`src/rtl/vball_if.sv`:
```
// Ball vertical-motion bus: playfield timing and paddle-hit inputs, ball video and direction outputs.
interface vball_if;
  logic       hreset;
  logic       vreset;
  logic       hit_n;
  logic [2:0] pad_seg;
  logic       serve;
  logic       vvid_n;
  logic       v_up;
  logic       hit_wall;

  modport master (
    output hreset, vreset, hit_n, pad_seg, serve,
    input  vvid_n, v_up, hit_wall
  );

  modport slave (
    input  hreset, vreset, hit_n, pad_seg, serve,
    output vvid_n, v_up, hit_wall
  );
endinterface

```
`src/rtl/vball.sv`:
```
// vball: vertical ball motion and ball video for the Pong playfield.
// Counts scan lines, moves the ball once per frame by a signed velocity
// latched from the struck paddle segment, and bounces off top/bottom walls.
// Optional build macro VBALL_WALL_SOUND_EN adds a one-cycle hit_wall pulse
// on every wall bounce; without it hit_wall is tied low.
module vball #(
  parameter int unsigned LINES_PER_FRAME = 262,
  parameter int unsigned TOP_LINE        = 16,
  parameter int unsigned BOTTOM_LINE     = 255,
  parameter int unsigned BALL_H          = 4,
  parameter int unsigned SERVE_LINE      = 128
) (
  input  logic   clk_drv,
  input  logic   rst,
  vball_if.slave bus
);

  localparam int unsigned POS_W = 9;
  localparam int unsigned EXT_W = 10;

  localparam logic [POS_W-1:0]        LINE_LAST = POS_W'(LINES_PER_FRAME - 1);
  localparam logic [POS_W-1:0]        SERVE_POS = POS_W'(SERVE_LINE);
  localparam logic signed [EXT_W-1:0] TOP_S     = EXT_W'(TOP_LINE);
  localparam logic signed [EXT_W-1:0] BOT_S     = EXT_W'(BOTTOM_LINE - BALL_H + 1);
  localparam logic [EXT_W-1:0]        HEIGHT    = EXT_W'(BALL_H);

  logic                    hreset_q, vreset_q, hit_n_q;
  logic                    h_ev_c, v_ev_c, hit_ev_c;
  logic [POS_W-1:0]        line, line_nx;
  logic [POS_W-1:0]        vpos, vpos_nx;
  logic [1:0]              mag, mag_nx;
  logic                    v_up, v_up_nx;
  logic                    vvid_n;
  logic signed [EXT_W-1:0] step_pos_c;
  logic                    lo_clamp_c, hi_clamp_c;

  // Edge events, line counter, position step with wall clamps, velocity latch
  always_comb begin
    h_ev_c     = bus.hreset & ~hreset_q;
    v_ev_c     = bus.vreset & ~vreset_q;
    hit_ev_c   = ~bus.hit_n & hit_n_q;
    line_nx    = line;
    vpos_nx    = vpos;
    mag_nx     = mag;
    v_up_nx    = v_up;
    step_pos_c = v_up ? signed'({1'b0, vpos} - {8'd0, mag})
                      : signed'({1'b0, vpos} + {8'd0, mag});
    lo_clamp_c = step_pos_c < TOP_S;
    hi_clamp_c = step_pos_c > BOT_S;

    if (v_ev_c) begin
      line_nx = '0;
    end else if (h_ev_c) begin
      line_nx = (line == LINE_LAST) ? '0 : line + POS_W'(1);
    end

    if (v_ev_c && !bus.serve) begin
      if (lo_clamp_c) begin
        vpos_nx = TOP_S[POS_W-1:0];
        v_up_nx = 1'b0;
      end else if (hi_clamp_c) begin
        vpos_nx = BOT_S[POS_W-1:0];
        v_up_nx = 1'b1;
      end else begin
        vpos_nx = step_pos_c[POS_W-1:0];
      end
    end

    // A hit in the same cycle as the frame step overrides any bounce direction
    if (hit_ev_c) begin
      v_up_nx = ~bus.pad_seg[2];
      mag_nx  = bus.pad_seg[2] ? bus.pad_seg[1:0] : ~bus.pad_seg[1:0];
    end
  end

  // State registers and registered ball video
  always_ff @(posedge clk_drv or posedge rst) begin
    if (rst) begin
      hreset_q <= 1'b0;
      vreset_q <= 1'b0;
      hit_n_q  <= 1'b0;
      line     <= '0;
      vpos     <= SERVE_POS;
      mag      <= '0;
      v_up     <= 1'b0;
      vvid_n   <= 1'b1;
    end else begin
      hreset_q <= bus.hreset;
      vreset_q <= bus.vreset;
      hit_n_q  <= bus.hit_n;
      line     <= line_nx;
      vpos     <= vpos_nx;
      mag      <= mag_nx;
      v_up     <= v_up_nx;
      vvid_n   <= ~(({1'b0, line} >= {1'b0, vpos}) &&
                    ({1'b0, line} <  ({1'b0, vpos} + HEIGHT)));
    end
  end

  assign bus.vvid_n = vvid_n;
  assign bus.v_up   = v_up;

`ifdef VBALL_WALL_SOUND_EN
  logic hit_wall;

  // One-cycle pulse alongside the direction change on a wall bounce
  always_ff @(posedge clk_drv or posedge rst) begin
    if (rst) begin
      hit_wall <= 1'b0;
    end else begin
      hit_wall <= v_ev_c & ~bus.serve & (lo_clamp_c | hi_clamp_c);
    end
  end

  assign bus.hit_wall = hit_wall;
`else
  assign bus.hit_wall = 1'b0;
`endif

endmodule

```
`src/flat_wrapper.sv`:
```
// flat-port wrapper written by rule: the top's interface ports become plain ports
module vball_flat 
#(
  parameter int unsigned LINES_PER_FRAME = 262,
  parameter int unsigned TOP_LINE        = 16,
  parameter int unsigned BOTTOM_LINE     = 255,
  parameter int unsigned BALL_H          = 4,
  parameter int unsigned SERVE_LINE      = 128
)
  (clk_drv, rst, bus_hreset, bus_vreset, bus_hit_n, bus_pad_seg, bus_serve, bus_vvid_n, bus_v_up, bus_hit_wall);
  vball_if bus_i ();
  input  logic clk_drv;
  input  logic rst;
  input wire logic [$bits(bus_i.hreset)-1:0] bus_hreset;
  input wire logic [$bits(bus_i.vreset)-1:0] bus_vreset;
  input wire logic [$bits(bus_i.hit_n)-1:0] bus_hit_n;
  input wire logic [$bits(bus_i.pad_seg)-1:0] bus_pad_seg;
  input wire logic [$bits(bus_i.serve)-1:0] bus_serve;
  output wire logic [$bits(bus_i.vvid_n)-1:0] bus_vvid_n;
  output wire logic [$bits(bus_i.v_up)-1:0] bus_v_up;
  output wire logic [$bits(bus_i.hit_wall)-1:0] bus_hit_wall;
  assign bus_i.hreset = bus_hreset;
  assign bus_i.vreset = bus_vreset;
  assign bus_i.hit_n = bus_hit_n;
  assign bus_i.pad_seg = bus_pad_seg;
  assign bus_i.serve = bus_serve;
  assign bus_vvid_n = bus_i.vvid_n;
  assign bus_v_up = bus_i.v_up;
  assign bus_hit_wall = bus_i.hit_wall;
  vball #(.LINES_PER_FRAME(LINES_PER_FRAME), .TOP_LINE(TOP_LINE), .BOTTOM_LINE(BOTTOM_LINE), .BALL_H(BALL_H), .SERVE_LINE(SERVE_LINE)) u_core (.clk_drv(clk_drv), .rst(rst), .bus(bus_i));
endmodule
```
`config.mk`:
```
export PLATFORM = sky130hd
export DESIGN_NAME = vball_flat
export DESIGN_NICKNAME = d
export VERILOG_FILES = /design/src/rtl/vball_if.sv /design/src/rtl/vball.sv /design/src/flat_wrapper.sv
export SDC_FILE = /design/constraint.sdc
export NUM_CORES = 1
export LEC_CHECK = 0
export CORE_UTILIZATION = 50
export DETAILED_ROUTE_END_ITERATION = 8
export PLACE_DENSITY_LB_ADDON = 0.12
export REMOVE_ABC_BUFFERS = 1
export SLEW_MARGIN = 10
export SYNTH_ARGS = -nofsm -noshare
export SYNTH_HDL_FRONTEND = slang
export SYNTH_SLANG_ARGS = --single-unit
```
`constraint.sdc`:
```
create_clock -name clk_drv -period 4.89 [get_ports clk_drv]
set_input_delay 0.489 -clock clk_drv [delete_from_list [all_inputs] [get_ports clk_drv]]
set_output_delay 0.489 -clock clk_drv [all_outputs]
set_load 0.02 [all_outputs]
```
==> out/qor.yml <==
synthesis:
  synth_compound_area_frac: 0.2172
  synth-edff-count: 0
  post_synth_top_cells: "30 x sky130_fd_sc_hd__ha_1, 25 x sky130_fd_sc_hd__nand2_1, 25 x sky130_fd_sc_hd__o21ai_0"
  synth_top_area_share: 0.2693
  ys_types: 48
  async_flop_share: 1.000
  ys_warn_count: 0
  synth-simple-area-share: 0.1838
  synthMuxAreaShare: 0.009953
  synth_fa_ha_area_frac: 0.1850
  post_synth_xor_area_fraction: 0.06089
  synth.ff_latch_count: 25
  syn_avg_cell_area_um2: 8.942
  syn_inst: 239
  yosys_most_used_dff: "sky130_fd_sc_hd__dfrtp_1"
  synth_top_family_by_area: "compound AO/OA/AOI/OAI gates"
  synth.area.top_cells: "sky130_fd_sc_hd__dfrtp_1 27%, sky130_fd_sc_hd__ha_1 18%, sky130_fd_sc_hd__o21ai_0 5.9%"
  netlist_area_mm2: 0.002137
  post-synth-top-area-cell: "sky130_fd_sc_hd__dfrtp_1"
  seq_area_frac_synth: 0.2939
  most_frequent_cell_after_synthesis: "sky130_fd_sc_hd__ha_1"
critical_path:
  standard_cell_with_the_maximum_stage_delay_on_the_critical_path: "sky130_fd_sc_hd__fa_1"
  critical_path.n_buffers_inverters: 1
  crit_arrival_ns: 3.39
  cpPeakStageDelay_ns: 0.43
  critical-path-top-delay-family: "adder cells"
  crit_fanout: 6
  cp_most_frequent_cell: "sky130_fd_sc_hd__a41oi_1"
  cp-end-kind: "flip-flop"
  reg2reg_depth: 11
  worst_path_cell_trace: "inv_1 -> ha_1 -> mux2_2 -> fa_1 -> nand2b_1 -> a21oi_1 -> o22ai_2 -> xnor2_1 -> a41oi_1 -> or3_1 -> a41oi_1"
  regToRegSetupSlack_ns: 1.69
  cp.depth: 11
  worst-endpoint-required_ns: 5.08
  critPathLaunchType: "flip-flop"
  timing.setup.critical_path_class: "flip-flop to flip-flop"
clocking:
  cts_root_buffer: "sky130_fd_sc_hd__clkbuf_8"
  post_cts.repair.setup_buffers: 0
  cts.hold.buffers_added: 0
  cts_num_sinks: 25
  htree_num_levels: 1
  cts_inserted_buffers: 3
  clock_network_latency_to_the_later_pin_of_the_worst_skew_pair_ns: 0.27
  clockBufferDepth: 2
  path_clk_slew_ns: 0.08
  cts_resized: 0
  cts_tree: "done"
die:
  die_area_mm2: 0.004539
  fp.dieH_um: 67.38
  rows: 23
  die_width_um: 67.38
  starting_density: 0.5267
  core-area_mm2: 0.004058
  top_level_ports: 12
route:
  route.vias.total: 1658
  met3_wirelength_um: 98
  detail_route.iter0.violations: 36
  drt.antenna.violating_nets: 0
  drt-pass1-iter-count: 4
  routedWlPerCell_um: 13.65
  drc: 0
  route.layer.met1.wl_mm: 2.203
  highest_layer: "met4"
  wl_met2_mm: 1.762
  vias_per_cell: 5.527
  totalWireLength_mm: 4.096
global_route:
  grt_pass1_vias: 1568
  grt_antenna_before_repair: 0
  grt_use_total: 0.2085
  grt_max_degree: 26
  gr-total-overflow: 0
  global_route_wire_length_before_repair_mm: 7.169
sta:
  pins_over_their_slew_limit: 0
  finalClockSkew_ns: 0.001214
  tightest_slew_ns: 0.9469
  timing.slew.headroom: 0.3680
  final_period_minus_worst_setup_slack_ns: 3.197
  rsz0062_at_grt: "false"
  finalCritPeriodShare: 0.6538
  hold_slack_ns: 0.5190
  max_freq_mhz: 312.8
  setup_violations: 0
  final-hold-violation-count: 0
  setup_tns_ns: 0
power:
  clkPwrFrac: 0.100
  p_leak_nw: 1.076
  pwr_density_cell_mw_per_mm2: 527.4
  netSwitchingFraction: 0.4614
  total_switching_power_mw: 0.5651
  power.internal_mw: 0.6596
  irDropWorstVdd_mv: 0.2993
  power.share.sequential: 0.251
  power.share.combinational: 0.649
placed_design:
  placement.io_buffers: 10
  gp_congestion: 0.8349
  detailed_place_hpwl_mm: 3.274
worst_hold_path:
  min_path_cells: 2
  hold_path_class: "flip-flop to flip-flop"
final_layout:
  num_antenna_cells: 0
  n_fill_cell: 365
  nets: 291
  syn_to_final_growth_pct: 8.665
  post_route_cells_drive_above_1_share: 0.06800
run:
  max-cap-violations: 0
status:
  status: "complete, no violations"
## power by group through the flow
stage / clock, mW / sequential, mW / combinational (mW)
3_5_place_dp: 0 / 0.312 / 0.791
2_1_floorplan: 0 / 0.299 / 0.629
5_1_grt: 0.130 / 0.315 / 0.901
6_report: 0.122 / 0.307 / 0.795
4_1_cts: 0.126 / 0.309 / 0.796
3_3_place_gp: 0 / 0.311 / 0.790
## final timing paths
path,startpoint,to
max,u_core.mag[0],u_core.bus.v_up
min,u_core.mag[1],u_core.mag[1]
max reg2reg,u_core.mag[0],u_core.bus.v_up
min reg2reg,u_core.mag[1],u_core.mag[1]
max in group asynchronous,rst,u_core.vpos[6]
min in group asynchronous,rst,u_core.line[3]
## layout make-up
cell class	instances	area, um^2	area share
tap	50	62.56	0.02694
sequential	25	628.1	0.2705
clock buffer	4	45.04	0.01940
timing repair buffer	10	100.1	0.04310
inverter	21	78.83	0.03394
multi-input combinational	190	1408	0.6061
## cells by family after synthesis
family	after synthesis
other	1
buffers and inverters	24
DFF	25
xor gates and xnor gates	14
muxes	2
adders and majority gates	31
and+or+nand+nor	75
AOI/OAI and AO/OA	67
## cell usage in the layout (no fill, tap or decap), types with 2 or more instances in the layout
master and instances:
sky130_fd_sc_hd__nand2b_1 12, sky130_fd_sc_hd__o21ai_0 25, sky130_fd_sc_hd__xnor2_1 8, sky130_fd_sc_hd__nand3_1 9
sky130_fd_sc_hd__clkbuf_8 3, sky130_fd_sc_hd__or4_1 3, sky130_fd_sc_hd__a31oi_1 3, sky130_fd_sc_hd__nand2_1 25
sky130_fd_sc_hd__ha_1 30, sky130_fd_sc_hd__a21oi_1 8, sky130_fd_sc_hd__o41ai_1 2, sky130_fd_sc_hd__xor2_1 5
sky130_fd_sc_hd__inv_1 21, sky130_fd_sc_hd__and3_1 7, sky130_fd_sc_hd__dfrtp_1 23, sky130_fd_sc_hd__nor2_1 8
sky130_fd_sc_hd__clkdlybuf4s50_1 10, sky130_fd_sc_hd__and2_1 4, sky130_fd_sc_hd__a41oi_1 2, sky130_fd_sc_hd__a31o_1 2
sky130_fd_sc_hd__a31o_2 2, sky130_fd_sc_hd__o31ai_1 5, sky130_fd_sc_hd__dfstp_2 2, sky130_fd_sc_hd__a21o_1 7
## sequential cells by signal (all words and copies together), names as in the netlist
signal,cells
u_core.vreset_q,1
u_core.line,9
u_core.bus.vvid_n,1
u_core.hit_n_q,1
u_core.hreset_q,1
u_core.vpos,9
u_core.mag,2
u_core.bus.v_up,1
## worst min-delay path, delay by kind of cell (launching register included)
kind	cells	cell delay (ns)
flops	1	0.36
compound gates	1	0.07
simple gates	1	0.05
## stage by stage
step	power, mW	utilization	instance area (um^2)	setup slack, ns	cells
floorplan	0.9274	-	2115	1.980	236
global placement	1.101	0.5612	2277	1.762	296
detailed placement	1.103	0.5612	2277	1.725	296
CTS	1.231	0.5723	2322	1.697	300
global route	1.347	0.5723	2322	1.374	300
finish	1.225	0.5723	2322	1.693	300
## routing by layer
layer,vias up,GRT usage
met2,25,0.3275
met1,749,0.3001
met4,0,0.04787
met3,2,0.03041
met5,-,0
li1,882,-
No activity file was read; power rests on OpenSTA's default activity.
